--- src/rtl/pc_stack_counter_pkg.sv ---
// Shared encodings for the SAP program counter with return stack.
// Condition codes are only consumed when PC_COND_EN is defined.
package p_counter_pkg;

  localparam logic [1:0] COND_ALWAYS = 2'd0;
  localparam logic [1:0] COND_Z      = 2'd1;
  localparam logic [1:0] COND_C      = 2'd2;
  localparam logic [1:0] COND_NZ     = 2'd3;

  typedef enum logic [2:0] {
    ACT_HOLD,
    ACT_INC,
    ACT_JUMP,
    ACT_CALL,
    ACT_RET
  } pc_action_t;

endpackage

--- src/rtl/pc_stack_counter_if.sv ---
// Controller/bus bundle for pc_stack_counter.
// Condition inputs exist only when PC_COND_EN is defined.
interface pc_stack_counter_if #(
  parameter int ADDR_W      = 4,
  parameter int STACK_DEPTH = 4
);
  localparam int SP_W = $clog2(STACK_DEPTH + 1);

  logic              pc_inc;
  logic              jump;
  logic              call;
  logic              ret;
  logic              pc_out;
  logic [ADDR_W-1:0] bus_in;
  logic [ADDR_W-1:0] bus_out;
  logic [ADDR_W-1:0] q;
  logic [SP_W-1:0]   sp;
  logic              stk_full;
  logic              stk_empty;
  logic              stk_err;
`ifdef PC_COND_EN
  logic [1:0]        cond_sel;
  logic              flag_z;
  logic              flag_c;

  modport master (
    output pc_inc, jump, call, ret, pc_out, bus_in,
    output cond_sel, flag_z, flag_c,
    input  bus_out, q, sp, stk_full, stk_empty, stk_err
  );
  modport slave (
    input  pc_inc, jump, call, ret, pc_out, bus_in,
    input  cond_sel, flag_z, flag_c,
    output bus_out, q, sp, stk_full, stk_empty, stk_err
  );
`else
  modport master (
    output pc_inc, jump, call, ret, pc_out, bus_in,
    input  bus_out, q, sp, stk_full, stk_empty, stk_err
  );
  modport slave (
    input  pc_inc, jump, call, ret, pc_out, bus_in,
    output bus_out, q, sp, stk_full, stk_empty, stk_err
  );
`endif

endinterface

--- src/rtl/pc_stack_counter_ret_stack.sv ---
// Return-address LIFO; push-when-full and pop-when-empty are ignored.
module pc_ret_stack #(
  parameter int W     = 4,
  parameter int DEPTH = 4,
  localparam int SP_W  = $clog2(DEPTH + 1),
  localparam int IDX_W = (DEPTH > 1) ? $clog2(DEPTH) : 1
) (
  input  logic            clock,
  input  logic            reset,
  input  logic            push,
  input  logic            pop,
  input  logic [W-1:0]    din,
  output logic [W-1:0]    dout,
  output logic [SP_W-1:0] sp,
  output logic            full,
  output logic            empty
);

  logic [W-1:0]    mem [2**IDX_W];
  logic [SP_W-1:0] cnt;
  logic [IDX_W-1:0] wr_idx;
  logic [IDX_W-1:0] rd_idx;

  assign full   = (cnt == SP_W'(DEPTH));
  assign empty  = (cnt == '0);
  assign sp     = cnt;
  assign wr_idx = IDX_W'(cnt);
  assign rd_idx = IDX_W'(cnt - 1'b1);
  assign dout   = mem[rd_idx];

  always_ff @(posedge clock) begin
    if (reset)
      cnt <= '0;
    else if (pop && !empty)
      cnt <= cnt - 1'b1;
    else if (push && !full)
      cnt <= cnt + 1'b1;
  end

  // Storage is deliberately left uncleared by reset.
  always_ff @(posedge clock) begin
    if (push && !full && !reset)
      mem[wr_idx] <= din;
  end

endmodule

--- src/rtl/pc_stack_counter.sv ---
// Program counter with wrap address and hardware call/return stack.
// Define PC_COND_EN to qualify jump with cond_sel/flag_z/flag_c.
module pc_stack_counter
  import p_counter_pkg::*;
#(
  parameter int ADDR_W      = 4,
  parameter int LAST_ADDR   = 2**ADDR_W - 1,
  parameter int STACK_DEPTH = 4
) (
  input  logic clock,
  input  logic reset,
  pc_stack_counter_if.slave bus
);

  localparam int SP_W = $clog2(STACK_DEPTH + 1);
  localparam logic [ADDR_W-1:0] LAST = ADDR_W'(LAST_ADDR);

  logic [ADDR_W-1:0] q_r;
  logic [ADDR_W-1:0] nxt;
  logic [ADDR_W-1:0] tgt;
  logic [ADDR_W-1:0] top;
  logic [SP_W-1:0]   sp;
  logic              full;
  logic              empty;
  logic              err_r;
  logic              jump_ok;
  logic              push;
  logic              pop;
  pc_action_t        act;

  assign nxt = (q_r == LAST) ? '0 : q_r + 1'b1;
  assign tgt = (bus.bus_in > LAST) ? '0 : bus.bus_in;

`ifdef PC_COND_EN
  always_comb begin
    jump_ok = 1'b0;
    unique case (bus.cond_sel)
      COND_ALWAYS: jump_ok = bus.jump;
      COND_Z:      jump_ok = bus.jump & bus.flag_z;
      COND_C:      jump_ok = bus.jump & bus.flag_c;
      COND_NZ:     jump_ok = bus.jump & ~bus.flag_z;
      default:     jump_ok = 1'b0;
    endcase
  end
`else
  assign jump_ok = bus.jump;
`endif

  always_comb begin
    act = ACT_HOLD;
    if (reset)         act = ACT_HOLD;
    else if (bus.ret)  act = ACT_RET;
    else if (bus.call) act = ACT_CALL;
    else if (jump_ok)  act = ACT_JUMP;
    else if (bus.pc_inc) act = ACT_INC;
  end

  assign push = (act == ACT_CALL) && !full;
  assign pop  = (act == ACT_RET) && !empty;

  pc_ret_stack #(
    .W     (ADDR_W),
    .DEPTH (STACK_DEPTH)
  ) u_stack (
    .clock (clock),
    .reset (reset),
    .push  (push),
    .pop   (pop),
    .din   (nxt),
    .dout  (top),
    .sp    (sp),
    .full  (full),
    .empty (empty)
  );

  always_ff @(posedge clock) begin
    if (reset) begin
      q_r   <= '0;
      err_r <= 1'b0;
    end else begin
      unique case (act)
        ACT_INC:  q_r <= nxt;
        ACT_JUMP: q_r <= tgt;
        ACT_CALL: begin
          if (!full) q_r   <= tgt;
          else       err_r <= 1'b1;
        end
        ACT_RET: begin
          if (!empty) q_r   <= top;
          else        err_r <= 1'b1;
        end
        default: ;
      endcase
    end
  end

  assign bus.q         = q_r;
  assign bus.bus_out   = bus.pc_out ? q_r : '0;
  assign bus.sp        = sp;
  assign bus.stk_full  = full;
  assign bus.stk_empty = empty;
  assign bus.stk_err   = err_r;

endmodule

--- src/flat_wrapper.sv ---
// flat-port wrapper written by rule: the top's interface ports become plain ports
module pc_stack_counter_flat import p_counter_pkg::*;
#(
  parameter int ADDR_W      = 4,
  parameter int LAST_ADDR   = 2**ADDR_W - 1,
  parameter int STACK_DEPTH = 4
)
  (clock, reset, bus_pc_inc, bus_jump, bus_call, bus_ret, bus_pc_out, bus_bus_in, bus_bus_out, bus_q, bus_sp, bus_stk_full, bus_stk_empty, bus_stk_err);
  pc_stack_counter_if #(.ADDR_W(ADDR_W), .STACK_DEPTH(STACK_DEPTH)) bus_i ();
  input  logic clock;
  input  logic reset;
  input wire logic [$bits(bus_i.pc_inc)-1:0] bus_pc_inc;
  input wire logic [$bits(bus_i.jump)-1:0] bus_jump;
  input wire logic [$bits(bus_i.call)-1:0] bus_call;
  input wire logic [$bits(bus_i.ret)-1:0] bus_ret;
  input wire logic [$bits(bus_i.pc_out)-1:0] bus_pc_out;
  input wire logic [$bits(bus_i.bus_in)-1:0] bus_bus_in;
  output wire logic [$bits(bus_i.bus_out)-1:0] bus_bus_out;
  output wire logic [$bits(bus_i.q)-1:0] bus_q;
  output wire logic [$bits(bus_i.sp)-1:0] bus_sp;
  output wire logic [$bits(bus_i.stk_full)-1:0] bus_stk_full;
  output wire logic [$bits(bus_i.stk_empty)-1:0] bus_stk_empty;
  output wire logic [$bits(bus_i.stk_err)-1:0] bus_stk_err;
  assign bus_i.pc_inc = bus_pc_inc;
  assign bus_i.jump = bus_jump;
  assign bus_i.call = bus_call;
  assign bus_i.ret = bus_ret;
  assign bus_i.pc_out = bus_pc_out;
  assign bus_i.bus_in = bus_bus_in;
  assign bus_bus_out = bus_i.bus_out;
  assign bus_q = bus_i.q;
  assign bus_sp = bus_i.sp;
  assign bus_stk_full = bus_i.stk_full;
  assign bus_stk_empty = bus_i.stk_empty;
  assign bus_stk_err = bus_i.stk_err;
  pc_stack_counter #(.ADDR_W(ADDR_W), .LAST_ADDR(LAST_ADDR), .STACK_DEPTH(STACK_DEPTH)) u_core (.clock(clock), .reset(reset), .bus(bus_i));
endmodule
--- config.mk ---
export PLATFORM = sky130hd
export DESIGN_NAME = pc_stack_counter_flat
export DESIGN_NICKNAME = d
export VERILOG_FILES = /design/src/rtl/pc_stack_counter_pkg.sv /design/src/rtl/pc_stack_counter_if.sv /design/src/rtl/pc_stack_counter_ret_stack.sv /design/src/rtl/pc_stack_counter.sv /design/src/flat_wrapper.sv
export SDC_FILE = /design/constraint.sdc
export NUM_CORES = 1
export LEC_CHECK = 0
export CORE_MARGIN = 1.5
export CORE_UTILIZATION = 45
export CTS_CLUSTER_DIAMETER = 60
export DETAILED_ROUTE_END_ITERATION = 8
export HOLD_SLACK_MARGIN = 0.15
export PLACE_DENSITY = 0.83
export REMOVE_ABC_BUFFERS = 1
export SETUP_SLACK_MARGIN = 0.05
export SLEW_MARGIN = 10
export SYNTH_ARGS = -nofsm -noshare
export SYNTH_HDL_FRONTEND = slang
export SYNTH_SLANG_ARGS = --single-unit
--- constraint.sdc ---
create_clock -name clock -period 2.3 [get_ports clock]
set_clock_uncertainty 0.15 [all_clocks]
set_input_delay 0.46 -clock clock [delete_from_list [all_inputs] [get_ports clock]]
set_output_delay 0.46 -clock clock [all_outputs]
set_load 0.02 [all_outputs]
# Yosys cells after proc, flatten, opt, wreduce, memory -nomap -nowiden
# Memories as Yosys holds them, arrays and structs flattened.
# Cells that the tools add are included.
word_totals:
  wordCells: 50
  memories: 1
  input_bits: 11
  reg_bits: 8
  ramBits: 16
  out_inout_bits: 14
mem_list:
  columns: ["memory", "depth", "width", "read_ports", "rd_clocked_by_memory_dff", "write_ports", "line", "rtl"]
  rows:
  - ["u_core.u_stack.mem", 4, 4, 1, 0, 1, "pc_stack_counter_ret_stack.sv:19", "logic [W-1:0] mem [2**IDX_W];"]
classes:
  n_reduce_logical: 14
  mux: 18
  n_lt_le_gt_ge: 1
  add_sub_neg: 3
  n_eq_ne: 10
op_table:
  columns: ["op", "count"]
  rows:
  - ["$mux W4", 5]
  - ["$mux W3", 6]
  - ["$pmux W4 S4", 1]
  - ["$eq A3 B2 Y1 const B", 2]
  - ["$eq A3 B3 Y1 const B", 2]
  - ["$reduce_and A3 Y1", 2]
  - ["$logic_and A1 B1 Y1", 5]
  - ["$mux W1", 5]
  - ["$add A4 B1 Y4 const B", 1]
  - ["$eq A4 B4 Y1 const B", 1]
  - ["$gt A4 B4 Y1 const B", 1]
  - ["$ne A2 B1 Y1 const B", 2]
  - ["$ne A2 B2 Y1 const B", 2]
  - ["$reduce_bool A2 Y1", 2]
  - ["$reduce_bool A4 Y1", 1]
  - ["$add A3 B1 Y3 const B", 1]
  - ["$eq A3 B1 Y1 const B", 1]
  - ["$logic_not A1 Y1", 3]
  - ["$logic_not A3 Y1", 1]
  - ["$sub A3 B1 Y3 const B", 1]
  - ["$pmux W1 S2", 1]

# Longest topological paths before layout
depth:
  word_depth: 11
  ltp_mapped: 7
  depth_no_buf: 7

# Cells and area by module
# A second synthesis with hierarchy kept.
unflattened:
  cells_unflattened: 107
  area_unflattened_um2: 1251.2
by_module_without_submodules:
  columns: ["mod", "area_each_um2", "cells_each", "seq_area_each_um2", "n_inst"]
  rows:
  - ["pc_ret_stack", 857.1, 54, 540.5, 1]
  - ["pc_stack_counter", 394.1, 53, 100.1, 1]

# Worst setup path before layout
# Ideal clock, no wire load.
synth_path:
  path_kind: "reg2reg"
  start: "register u_core.u_stack.cnt[0] (netlist: u_core.u_stack.sp[0])"
  end: "register u_core.u_stack.cnt[2] (netlist: u_core.u_stack.sp[2])"
  t_arrival_ps: 2330
  setup_slack_ps: -294
  setup_time_ps: 115
  synth_period_minus_slack_ps: 2594
  t_required_ps: 2035
  path_buffers: 0
  path_stages_with_launch: 8
  path_cell_list: "dfxtp_1 inv_1 ha_1 ha_1 nor4b_1 and2_1 xnor2_1 o21a_1"
synth_via:
  elab_chain_len: 5
  word_cells_on_any_way: 13
  cone_classes: "add/sub: 2; eq/ne: 1; mux: 2; reduce/logical: 8"
synth_rtl:
  columns: ["item", "line", "rtl"]
  rows:
  - ["start: declaration", "pc_stack_counter_ret_stack.sv:20", "logic [SP_W-1:0] cnt;"]
  - ["start signal: assignment", "pc_stack_counter_ret_stack.sv:35", "cnt <= cnt - 1'b1;"]
  - ["start signal: assignment", "pc_stack_counter_ret_stack.sv:37", "cnt <= cnt + 1'b1;"]
  - ["$eq A3 B3 Y1 *", "pc_stack_counter_ret_stack.sv:24", "assign full = (cnt == SP_W'(DEPTH));"]
  - ["net bus_stk_full", "flat_wrapper.sv:21", "output wire logic [$bits(bus_i.stk_full)-1:0] bus_stk_full;"]
  - ["$logic_not A1 Y1 *", "pc_stack_counter_ret_stack.sv:36, pc_stack_counter.sv:58", null]
  - ["$logic_and A1 B1 Y1", "pc_stack_counter.sv:58", "assign push = (act == ACT_CALL) && !full;"]
  - ["$logic_and A1 B1 Y1 *", "pc_stack_counter_ret_stack.sv:36", "else if (push && !full)"]
  - ["$reduce_bool A2 Y1 (no source line) *", null, null]
# The timed path passes the listed nets; every way through them passes the cells marked *. The select of a mux whose other input is x is not followed.
# A chain may end at the register's enable or synchronous reset.

# Final worst setup path
layout_path:
  start: "register u_core.u_stack.cnt[0] (netlist: u_core.u_stack.sp[0])"
  end: "output port bus_stk_empty"
layout_via:
  elab_chain_len: 1
layout_rtl:
  columns: ["item", "line", "rtl"]
  rows:
  - ["$logic_not A3 Y1", "pc_stack_counter_ret_stack.sv:25", "assign empty = (cnt == '0);"]
  - ["end: declaration", "flat_wrapper.sv:22", "output wire logic [$bits(bus_i.stk_empty)-1:0] bus_stk_empty;"]
# Every way passes these cells.

==> parameters.txt <==
Parameter                              Value

Routing
  Detailed-route wire length ... 2710 um
  DRT antenna net count ... 0
  Post-detailed-route wirelength per cell ... 16.2 um
  DRC errors left ... 0
  Vias post-DR ... 916
  Via density per instance ... 5.49
  Violation count after the first detailed-route iteration ... 23
  1st-pass router iterations ... 4

Yosys
  Count of flip-flops with a built-in enable after synthesis ... 16
  Count leader, synth ... sky130_fd_sc_hd__edfxtp_1
  Ranking of synthesized cells by area ... sky130_fd_sc_hd__edfxtp_1, sky130_fd_sc_hd__dfxtp_1, sky130_fd_sc_hd__ha_1, sky130_fd_sc_hd__and2_1, sky130_fd_sc_hd__mux2i_1
  Most instantiated flip-flop cell in the synthesis netlist ... sky130_fd_sc_hd__edfxtp_1
  Leading area contributor after synthesis ... sky130_fd_sc_hd__edfxtp_1
  Flops & latches, synth ... 24
  Part of the Yosys area used for sequential elements ... 0.519
  Count of unique library cells instantiated by Yosys ... 35
  Ys async rst share ... 0
  Top cells by count, synth ... sky130_fd_sc_hd__edfxtp_1, sky130_fd_sc_hd__and2_1, sky130_fd_sc_hd__dfxtp_1
  Area fraction of the dominant cell type after synthesis ... 0.389
  Gate Count Post-Synth ... 102
  Number of synthesis warnings ... 0
  Syn_area_per_cell ... 12.1 sq um
  Syn Std Cell Area ... 1230 sq um

Clock tree
  Clock latency on the worst-skew pair ... 0.32 ns
  H-Tree Level Count ... 1
  Worst-path clk slew ... 0.12 ns
  TritonCTS buffer count ... 3
  Cts hold-fix bufs ... 0
  Clock tree from TritonCTS ... built
  Buffer type at the clock tree root ... sky130_fd_sc_hd__clkbuf_4
  Clk sinks ... 24
  Bufs on Longest Clock Path ... 2

STA
  Headroom to the max-slew limit ... 0.652
  Part of the cycle the worst path needs ... 0.955
  Final Max Slew Viols ... 0
  Achievable frequency ... 455 MHz
  Setup repair after global routing missed its margin ... no
  Worst slew pin tran ... 0.517 ns
  Count of endpoints failing setup in the final report ... 0
  Final Critical Period ... 2.20 ns
  Final Hold Violating Endpoints ... 0

Setup path
  Worst setup path startpoint ... u_core.u_stack.sp[0]$_SDFFE_PP0P_
  CP Data Arrival Time ... 1.59 ns
  Req. time, crit path ... 1.69 ns
  Worst path max stage delay ... 0.33 ns
  Reg-to-reg critical path startpoint ... u_core.u_stack.sp[0]$_SDFFE_PP0P_
  Kind of start point of the critical path ... flip-flop
  Largest fanout on the critical path ... 4
  Worst-path cell with the longest stage delay ... sky130_fd_sc_hd__dfxtp_1
  Crit. End Element ... output port
  Worst-path cell chain ... inv_1 -> ha_1 -> ha_2 -> clkdlybuf4s15_1
  Startpoint-to-endpoint class of the critical path ... reg2out

Die
  Die ar. ... 3070 sq um
  IO Pins ... 25
  Horiz. Die Dim ... 55.4 um
  Placeable core area ... 2540 sq um
  Initial cell density of the core ... 0.485
  Vert. Die Dim ... 55.4 um
  Placement Rows ... 18

Power
  Pwr Density ... 1070 nW/um^2
  Seq pwr share ... 0.369
  P_sw ... 665 uW
  Internal ... 1.05 mW
  Leakage component of the power ... 0.613 nW
  IR Drop Worst-Case VDD ... 0.00100 V
  Share of power burned in the clock network ... 0.110
  Combinational share of power ... 0.521
  Pwr Total ... 1.71 mW
  Switch share ... 0.388

Global routing
  Antenna violations before repair ... 0
  Number of global-route vias before repair ... 919
  Total overflow reported by the global router ... 0
  Maximum number of pins on one net before global-route repair ... 14
  First-pass GRT wire length ... 4380 um
  GR Util All Layers ... 0.182

Min path
  Min-delay worst type ... reg2reg
  Start point of the worst hold path ... u_core.bus.stk_err$_SDFFE_PP0P_

Placement
  Final estimated routing congestion in global placement ... 0.844
  Placed cells ... 163
  Total of buffers placed on input and output ports ... 24
  Instance area after placement ... 1580 sq um
  DP Wirelength ... 2080 um

Layout
  Share of post-route cells with drive strength above 1 ... 0.153
  Number of antenna cells inserted ... 0
  Non-filler cells, final ... 167
  Total Nets Final ... 156
  Fill cell total of the finished layout ... 224
  Area of combinational cells with multiple inputs ... 572 sq um
  Final standard cell area without fillers ... 1600 sq um
  Signed area change from the synthesized netlist to the final layout ... 29.6%
  Final cell utilization of the core ... 0.629
  Sequential cell area ... 641 sq um

Status
  Status ... completed

Flow run
  Max-cap violations ... 0
state kept, by name, summed over array words and instances, names as in the netlist:
signal,flops
u_core.u_stack.mem,16
u_core.bus.q,4
u_core.u_stack.sp,3
u_core.bus.stk_err,1
critical path, delay by kind of cell (launching register included):
kind	cells	cell delay, ns
adder cells (fa/ha/maj)	2	0.51
buffers and inverters	2	0.43
flip-flops	1	0.33
metrics by stage:
stage / worst slack, ns / hold slack, ns / TNS (ns)
3_5_place_dp: -0.0612 / 0.320 / -0.166
3_3_place_gp: 0.0261 / 0.310 / 0
6_report: 0.104 / 0.347 / 0
2_1_floorplan: -0.294 / 0.382 / -4.44
4_1_cts: 0.0179 / 0.355 / 0
5_1_grt: 0.0527 / 0.401 / 0
worst paths after layout:
| path | end | slack (ns) | cells past startpoint |
|---|---|---|---|
| worst max-delay path | bus_stk_empty | 0.10 | 4 |
| worst max register to register | u_core.u_stack.mem[0][1]$_DFFE_PP_ | 0.18 | 6 |
| worst min-delay path | u_core.bus.stk_err$_SDFFE_PP0P_ | 0.35 | 2 |
| worst min register to register | u_core.bus.stk_err$_SDFFE_PP0P_ | 0.35 | 2 |
what timing repair did:
| item | 4_1_cts | 5_1_grt |
|---|---|---|
| gates resized for setup | 6 | 3 |
| endpoints found under the setup margin | 6 | 5 |
| pin swaps | 0 | 1 |
| endpoints found under the hold margin | 0 | 0 |
| setup buffers | 0 | 0 |
placed cells by master (no fill, tap or decap), types with 2 or more instances in the layout:
cell type	n
sky130_fd_sc_hd__nor3_1	3
sky130_fd_sc_hd__clkdlybuf4s50_1	18
sky130_fd_sc_hd__o21a_1	2
sky130_fd_sc_hd__clkbuf_4	3
sky130_fd_sc_hd__mux2_2	3
sky130_fd_sc_hd__and2_1	7
sky130_fd_sc_hd__edfxtp_1	16
sky130_fd_sc_hd__nor4_1	2
sky130_fd_sc_hd__a211oi_1	3
sky130_fd_sc_hd__inv_1	4
sky130_fd_sc_hd__buf_4	10
sky130_fd_sc_hd__ha_1	6
sky130_fd_sc_hd__nand2b_1	2
sky130_fd_sc_hd__mux2i_1	4
sky130_fd_sc_hd__xnor2_1	2
sky130_fd_sc_hd__nand2_1	5
sky130_fd_sc_hd__dlygate4sd2_1	5
sky130_fd_sc_hd__nor2_1	7
sky130_fd_sc_hd__nor2b_1	5
sky130_fd_sc_hd__dfxtp_1	8
area by class of cell:
cell class / count / share of cell area
tap: 30 / 0.0235
clock buffer: 3 / 0.0141
inverter: 4 / 0.00938
clock inverter: 1 / 0.00235
sequential: 24 / 0.400
multi-input combinational: 71 / 0.357
timing repair buffer: 34 / 0.193
routing by layer:
| layer | share of wire | GRT usage | vias up |
|---|---|---|---|
| met4 | 0.0063 | 0.0314 | 0 |
| met1 | 0.43 | 0.235 | 433 |
| met5 | 0 | 0 | - |
| li1 | - | - | 453 |
| met2 | 0.51 | 0.311 | 27 |
| met3 | 0.059 | 0.0445 | 3 |
cell families after synthesis:
group                    share of synthesized area
AO/OA/AOI/OAI                                0.133
XOR/XNOR                                    0.0213
adder cells (fa/ha/maj)                     0.0709
buffers and inverters                       0.0213
flip-flops                                   0.519
multiplexers                                0.0780
AND/OR/NAND/NOR                              0.157
power by group through the flow:
stage	clock network [mW]	logic (mW)	registers, mW
6_report	0.189	0.892	0.632
5_1_grt	0.210	0.960	0.643
4_1_cts	0.195	0.884	0.633
3_5_place_dp	0	0.904	0.643
3_3_place_gp	0	0.886	0.637
2_1_floorplan	0	0.484	0.704
No activity file was read; power rests on OpenSTA's default activity.
